### config.mk
export PLATFORM = sky130hd
export DESIGN_NAME = cfg_sync_fifo
export DESIGN_NICKNAME = d
export VERILOG_FILES = /design/src/rtl/cfg_sync_fifo.sv
export SDC_FILE = /design/constraint.sdc
export NUM_CORES = 1
export LEC_CHECK = 0
export CORE_UTILIZATION = 50
export CTS_CLUSTER_SIZE = 28
export DETAILED_ROUTE_END_ITERATION = 7
export PLACE_DENSITY = 0.82
export SYNTH_ARGS = -nofsm -noshare
export SYNTH_HDL_FRONTEND = slang
export SYNTH_SLANG_ARGS = --single-unit
### constraint.sdc
create_clock -name CLK -period 5.3 [get_ports CLK]
set_input_delay 1.06 -clock CLK [delete_from_list [all_inputs] [get_ports CLK]]
set_output_delay 1.06 -clock CLK [all_outputs]
set_load 0.05 [all_outputs]
### src/rtl/cfg_sync_fifo.sv
`default_nettype none
// ============================================================================
// Module   : cfg_sync_fifo
// Function : single-clock FIFO with registered read port, configurable
//            almost-full/almost-empty thresholds, flush and sticky errors.
// Revision : 1.0 - initial release
// ============================================================================
module cfg_sync_fifo #(
   parameter int unsigned DATA_WIDTH = 8,
   parameter int unsigned ADDR_WIDTH = 3,
   parameter int unsigned AF_LEVEL   = (2**ADDR_WIDTH) - 1,
   parameter int unsigned AE_LEVEL   = 1
) (
   input  logic                  CLK,
   input  logic                  RST,
   input  logic                  W_INC,
   input  logic [DATA_WIDTH-1:0] WR_DATA,
   input  logic                  R_INC,
   input  logic                  FLUSH,
   input  logic                  ERR_CLR,
   output logic [DATA_WIDTH-1:0] RD_DATA,
   output logic                  RD_VALID,
   output logic                  FULL,
   output logic                  EMPTY,
   output logic                  ALMOST_FULL,
   output logic                  ALMOST_EMPTY,
   output logic [ADDR_WIDTH:0]   FILL_LEVEL,
   output logic                  OVERFLOW,
   output logic                  UNDERFLOW
);

   localparam int unsigned         c_depth     = 2**ADDR_WIDTH;
   localparam logic [ADDR_WIDTH:0] c_depth_lvl = c_depth[ADDR_WIDTH:0];
   localparam logic [ADDR_WIDTH:0] c_af_lvl    = AF_LEVEL[ADDR_WIDTH:0];
   localparam logic [ADDR_WIDTH:0] c_ae_lvl    = AE_LEVEL[ADDR_WIDTH:0];
   localparam logic [ADDR_WIDTH:0] c_ptr_one   = {{ADDR_WIDTH{1'b0}}, 1'b1};
   localparam logic [ADDR_WIDTH:0] c_ptr_zero  = '0;

   logic [DATA_WIDTH-1:0] r_mem [c_depth];
   logic [ADDR_WIDTH:0]   r_wr_ptr;
   logic [ADDR_WIDTH:0]   r_rd_ptr;
   logic [ADDR_WIDTH:0]   r_fill;
   logic                  r_full;
   logic                  r_empty;
   logic                  r_af;
   logic                  r_ae;
   logic [DATA_WIDTH-1:0] r_rd_data;
   logic                  r_rd_valid;
   logic                  r_ovf;
   logic                  r_unf;

   logic                  w_rd_acc;
   logic                  w_wr_acc;
   logic                  w_ovf_set;
   logic                  w_unf_set;
   logic [ADDR_WIDTH:0]   w_wr_ptr_nxt;
   logic [ADDR_WIDTH:0]   w_rd_ptr_nxt;
   logic [ADDR_WIDTH:0]   w_fill_nxt;

   // A write into a full FIFO is legal only when a read frees a slot this cycle.
   assign w_rd_acc  = R_INC && !r_empty && !FLUSH;
   assign w_wr_acc  = W_INC && (!r_full || w_rd_acc) && !FLUSH;
   assign w_ovf_set = W_INC && r_full && !w_rd_acc && !FLUSH;
   assign w_unf_set = R_INC && r_empty && !FLUSH;

   always_comb begin
      w_wr_ptr_nxt = r_wr_ptr;
      w_rd_ptr_nxt = r_rd_ptr;
      if (FLUSH) begin
         w_wr_ptr_nxt = c_ptr_zero;
         w_rd_ptr_nxt = c_ptr_zero;
      end else begin
         if (w_wr_acc) w_wr_ptr_nxt = r_wr_ptr + c_ptr_one;
         if (w_rd_acc) w_rd_ptr_nxt = r_rd_ptr + c_ptr_one;
      end
      // Wrap bits make the pointer difference span 0..DEPTH unambiguously.
      w_fill_nxt = w_wr_ptr_nxt - w_rd_ptr_nxt;
   end

   always_ff @(posedge CLK) begin
      if (w_wr_acc) r_mem[r_wr_ptr[ADDR_WIDTH-1:0]] <= WR_DATA;
   end

   always_ff @(posedge CLK or negedge RST) begin
      if (!RST) begin
         r_wr_ptr   <= '0;
         r_rd_ptr   <= '0;
         r_fill     <= '0;
         r_full     <= 1'b0;
         r_empty    <= 1'b1;
         r_af       <= (c_af_lvl == c_ptr_zero);
         r_ae       <= 1'b1;
         r_rd_data  <= '0;
         r_rd_valid <= 1'b0;
         r_ovf      <= 1'b0;
         r_unf      <= 1'b0;
      end else begin
         r_wr_ptr   <= w_wr_ptr_nxt;
         r_rd_ptr   <= w_rd_ptr_nxt;
         r_fill     <= w_fill_nxt;
         r_full     <= (w_fill_nxt == c_depth_lvl);
         r_empty    <= (w_fill_nxt == c_ptr_zero);
         r_af       <= (w_fill_nxt >= c_af_lvl);
         r_ae       <= (w_fill_nxt <= c_ae_lvl);
         r_rd_valid <= w_rd_acc;
         if (w_rd_acc) r_rd_data <= r_mem[r_rd_ptr[ADDR_WIDTH-1:0]];

         if (w_ovf_set)    r_ovf <= 1'b1;
         else if (ERR_CLR) r_ovf <= 1'b0;

         if (w_unf_set)    r_unf <= 1'b1;
         else if (ERR_CLR) r_unf <= 1'b0;
      end
   end

   assign RD_DATA      = r_rd_data;
   assign RD_VALID     = r_rd_valid;
   assign FULL         = r_full;
   assign EMPTY        = r_empty;
   assign ALMOST_FULL  = r_af;
   assign ALMOST_EMPTY = r_ae;
   assign FILL_LEVEL   = r_fill;
   assign OVERFLOW     = r_ovf;
   assign UNDERFLOW    = r_unf;

endmodule
`default_nettype wire
==> impl_metrics.json <==
{
  "min_period_over_period_pct": 71.2,
  "synthDistinctLibCells": 42,
  "cts_resized": 0,
  "die_h_um": 88.4,
  "cts_root_buf": "clkbuf_8",
  "grt_pass1_wl_um": 10400,
  "synthToLayoutAreaGrowth_pct": 17.8,
  "clock_sinks": 91,
  "clock_path_buffers": 2,
  "timing.fmax_ghz": 0.265,
  "tns_ns": 0,
  "cp-end-kind": "flip-flop",
  "crit_fanout": 14,
  "rsz0062_at_grt": "no",
  "dieArea_um2": 7820,
  "numCtsBuffers": 9,
  "power.density_nw_per_um2": 464,
  "worst_ep_arrival_time_ns": 4.07,
  "avgSynthCellArea_um2": 17.1,
  "ctsHtreeMaxLevel": 3,
  "io_buffers": 32,
  "cts_tree": "done",
  "clk_latency_ns": 0.36,
  "layout_common_cells": "edfxtp_1 (64), clkdlybuf4s50_1 (32), dfrtp_1 (25)",
  "critPathRequiredTime_ns": 5.59,
  "fill_cells": 537,
  "row_count": 31,
  "cap_violations": 0,
  "die_w_um": 88.4,
  "dp_hpwl_um": 4420,
  "viasPerCell": 5.40,
  "grt_pass1_vias": 1951,
  "r2r-start": "r_rd_ptr[1]$_DFF_PN0_",
  "track_usage_pct": 19.1,
  "relSlewSlack_pct": 40.1,
  "postCtsSetupRepairBufs": 0,
  "grt_max_degree": 28,
  "hold_violations": 0,
  "fin_worst_skew_ns": 0.0135,
  "drt_iter0_drc": 74,
  "overflow": 0,
  "synth-seq-cells": 91,
  "fin_crit_ns": 3.78,
  "drv_slew": 0,
  "synth.net_count": 239,
  "start_kind": "primary input",
  "holdCritPathClass": "flip-flop to flip-flop",
  "place.gp.congestion": 0.867,
  "firstDrtPassIters": 4,
  "synth_cells": 219,
  "routed_wl_um": 6690,
  "netlist_area_um2": 3730,
  "worst_slew_pin_slew_ns": 0.895,
  "startpoint": "FLUSH",
  "synth-warning-count": 0,
  "finalSetupViolCount": 0,
  "path_clk_slew_ns": 0.09,
  "n_antenna_cell": 0,
  "ant_nets": 0,
  "wl_per_cell_um": 18.5,
  "yosysSeqAreaShare_pct": 69.6,
  "vias": 1950,
  "dp.cells": 345,
  "peakVddDrop_uv": 178,
  "antenna_found_initial": 0,
  "route.detailed.drc": 0,
  "drive_above_1_share_pct": 19.1,
  "ctsHoldBuffers": 0,
  "final_common_cell": "edfxtp_1",
  "worstHoldStart": "OVERFLOW$_DFFE_PN0P_",
  "ioPinCount": 33,
  "core_area_um2": 7250,
  "initial_core_util_pct": 51.5,
  "outcome": "completed",
  "fin_cells": 361,
  "worstSetupPathType": "primary input to flip-flop",
  "leakagePower_uw": 0.00155,
  "final_nets": 277
}
flip-flops by register name (all words and copies together) (netlist names):
name and flops:
r_mem 64, RD_DATA 8, FILL_LEVEL 4, r_rd_ptr 4, r_wr_ptr 4, ALMOST_EMPTY 1
ALMOST_FULL 1, EMPTY 1, FULL 1, OVERFLOW 1, RD_VALID 1, UNDERFLOW 1
where the power goes:
group | switching (µW) | internal, µW
clock | 266 | 231
sequential | 56.7 | 848
combinational | 392 | 246
total | 715 | 1320
metal layers:
layer / part of all wire, % / up-vias / global-route usage [%] / wire length [µm]
li1: - / 905 / - / -
met1: 43 / 993 / 25.3 / 2890
met2: 52 / 41 / 31.8 / 3470
met3: 3.3 / 11 / 3.36 / 221
met4: 1.7 / 0 / 7.48 / 114
met5: 0 / - / 0 / 0
synthesized netlist by cell type:
cell | instances | area, µm²
nor4_1 | 1 | 6.26
mux2i_1 | 9 | 90.1
a31o_1 | 1 | 8.76
dfstp_2 | 2 | 52.6
nor3b_1 | 4 | 30.0
ha_1 | 5 | 62.6
o2bb2ai_1 | 1 | 8.76
o32ai_4 | 1 | 27.5
mux4_2 | 16 | 360
nor2_1 | 15 | 56.3
or2_2 | 3 | 18.8
a211oi_4 | 1 | 20.0
or3_1 | 1 | 6.26
buf_2 | 4 | 20.0
or2_1 | 1 | 6.26
xnor2_1 | 2 | 17.5
a32o_1 | 1 | 10.0
clkinv_4 | 1 | 8.76
o21a_1 | 1 | 7.51
nand2b_1 | 3 | 18.8
o2bb2ai_2 | 1 | 15.0
a21o_1 | 2 | 15.0
nand2_1 | 8 | 30.0
buf_4 | 2 | 15.0
fa_1 | 1 | 20.0
dfrtp_1 | 25 | 626
a21oi_1 | 10 | 50.1
nor2b_1 | 3 | 18.8
xor2_1 | 4 | 35.0
nor3_1 | 3 | 15.0
nand3_1 | 2 | 10.0
o21ai_0 | 2 | 10.0
nand4_1 | 1 | 6.26
buf_1 | 1 | 3.75
o2111a_1 | 1 | 11.3
or4_1 | 1 | 7.51
edfxtp_1 | 64 | 1920
xnor3_1 | 1 | 22.5
clkbuf_1 | 2 | 7.51
or3b_4 | 1 | 11.3
inv_1 | 10 | 37.5
o311ai_1 | 1 | 8.76
final timing paths:
kind | endpoint | depth (start not counted) | slack [ns]
max reg2reg | FULL$_DFF_PN0_ | 9 | 2.29
min reg2reg | OVERFLOW$_DFFE_PN0P_ | 1 | 0.51
min | OVERFLOW$_DFFE_PN0P_ | 1 | 0.51
max | FULL$_DFF_PN0_ | 11 | 1.52
min in group asynchronous | RD_DATA[7]$_DFFE_PN0N_ | 2 | 1.06
max in group asynchronous | ALMOST_EMPTY$_DFF_PN1_ | 2 | 3.93
critical path, stage by stage:
cell	delay (ns)
clkdlybuf4s50_1	0.64
nand2b_1	0.29
a21oi_1	0.39
o21a_1	0.26
inv_1	0.07
ha_1	0.28
nor2b_1	0.13
o21ai_0	0.26
o311ai_1	0.20
o32ai_4	0.30
nor2b_1	0.19
stage by stage:
step / hold slack, ns / util (%) / power (µW) / worst slack, ns / area [µm²]
floorplan: 0.583 / - / 1360 / 2.28 / 3730
global placement: 0.477 / 57.7 / 1550 / 1.38 / 4180
detailed placement: 0.486 / 57.7 / 1560 / 1.20 / 4180
CTS: 0.506 / 60.7 / 2050 / 1.57 / 4400
global route: 0.521 / 60.7 / 2130 / 1.28 / 4400
finish: 0.508 / 60.7 / 2040 / 1.52 / 4400
layout make-up:
cell class	count	area, µm²	area share, %
Clock buffer	9	124	2.82
Clock inverter	7	92.6	2.10
Inverter	11	46.3	1.05
Multi-Input combinational cell	108	1060	24.1
Sequential cell	91	2600	59.1
Tap cell	99	124	2.82
Timing Repair Buffer	36	350	7.96
cell families (layout without fill, tap and decap cells):
| kind of cell | count (synthesis) | after routing | share of synthesized area [%] |
|---|---|---|---|
| buffers and inverters | 20 | 63 | 2.48 |
| adder cells (fa/ha/maj) | 6 | 6 | 2.21 |
| multiplexers | 25 | 25 | 12.1 |
| flip-flops | 91 | 91 | 69.6 |
| AO/OA/AOI/OAI | 23 | 23 | 5.16 |
| AND/OR/NAND/NOR | 47 | 47 | 6.47 |
| XOR/XNOR | 7 | 7 | 2.01 |
(Power assumes the default switching activity.)
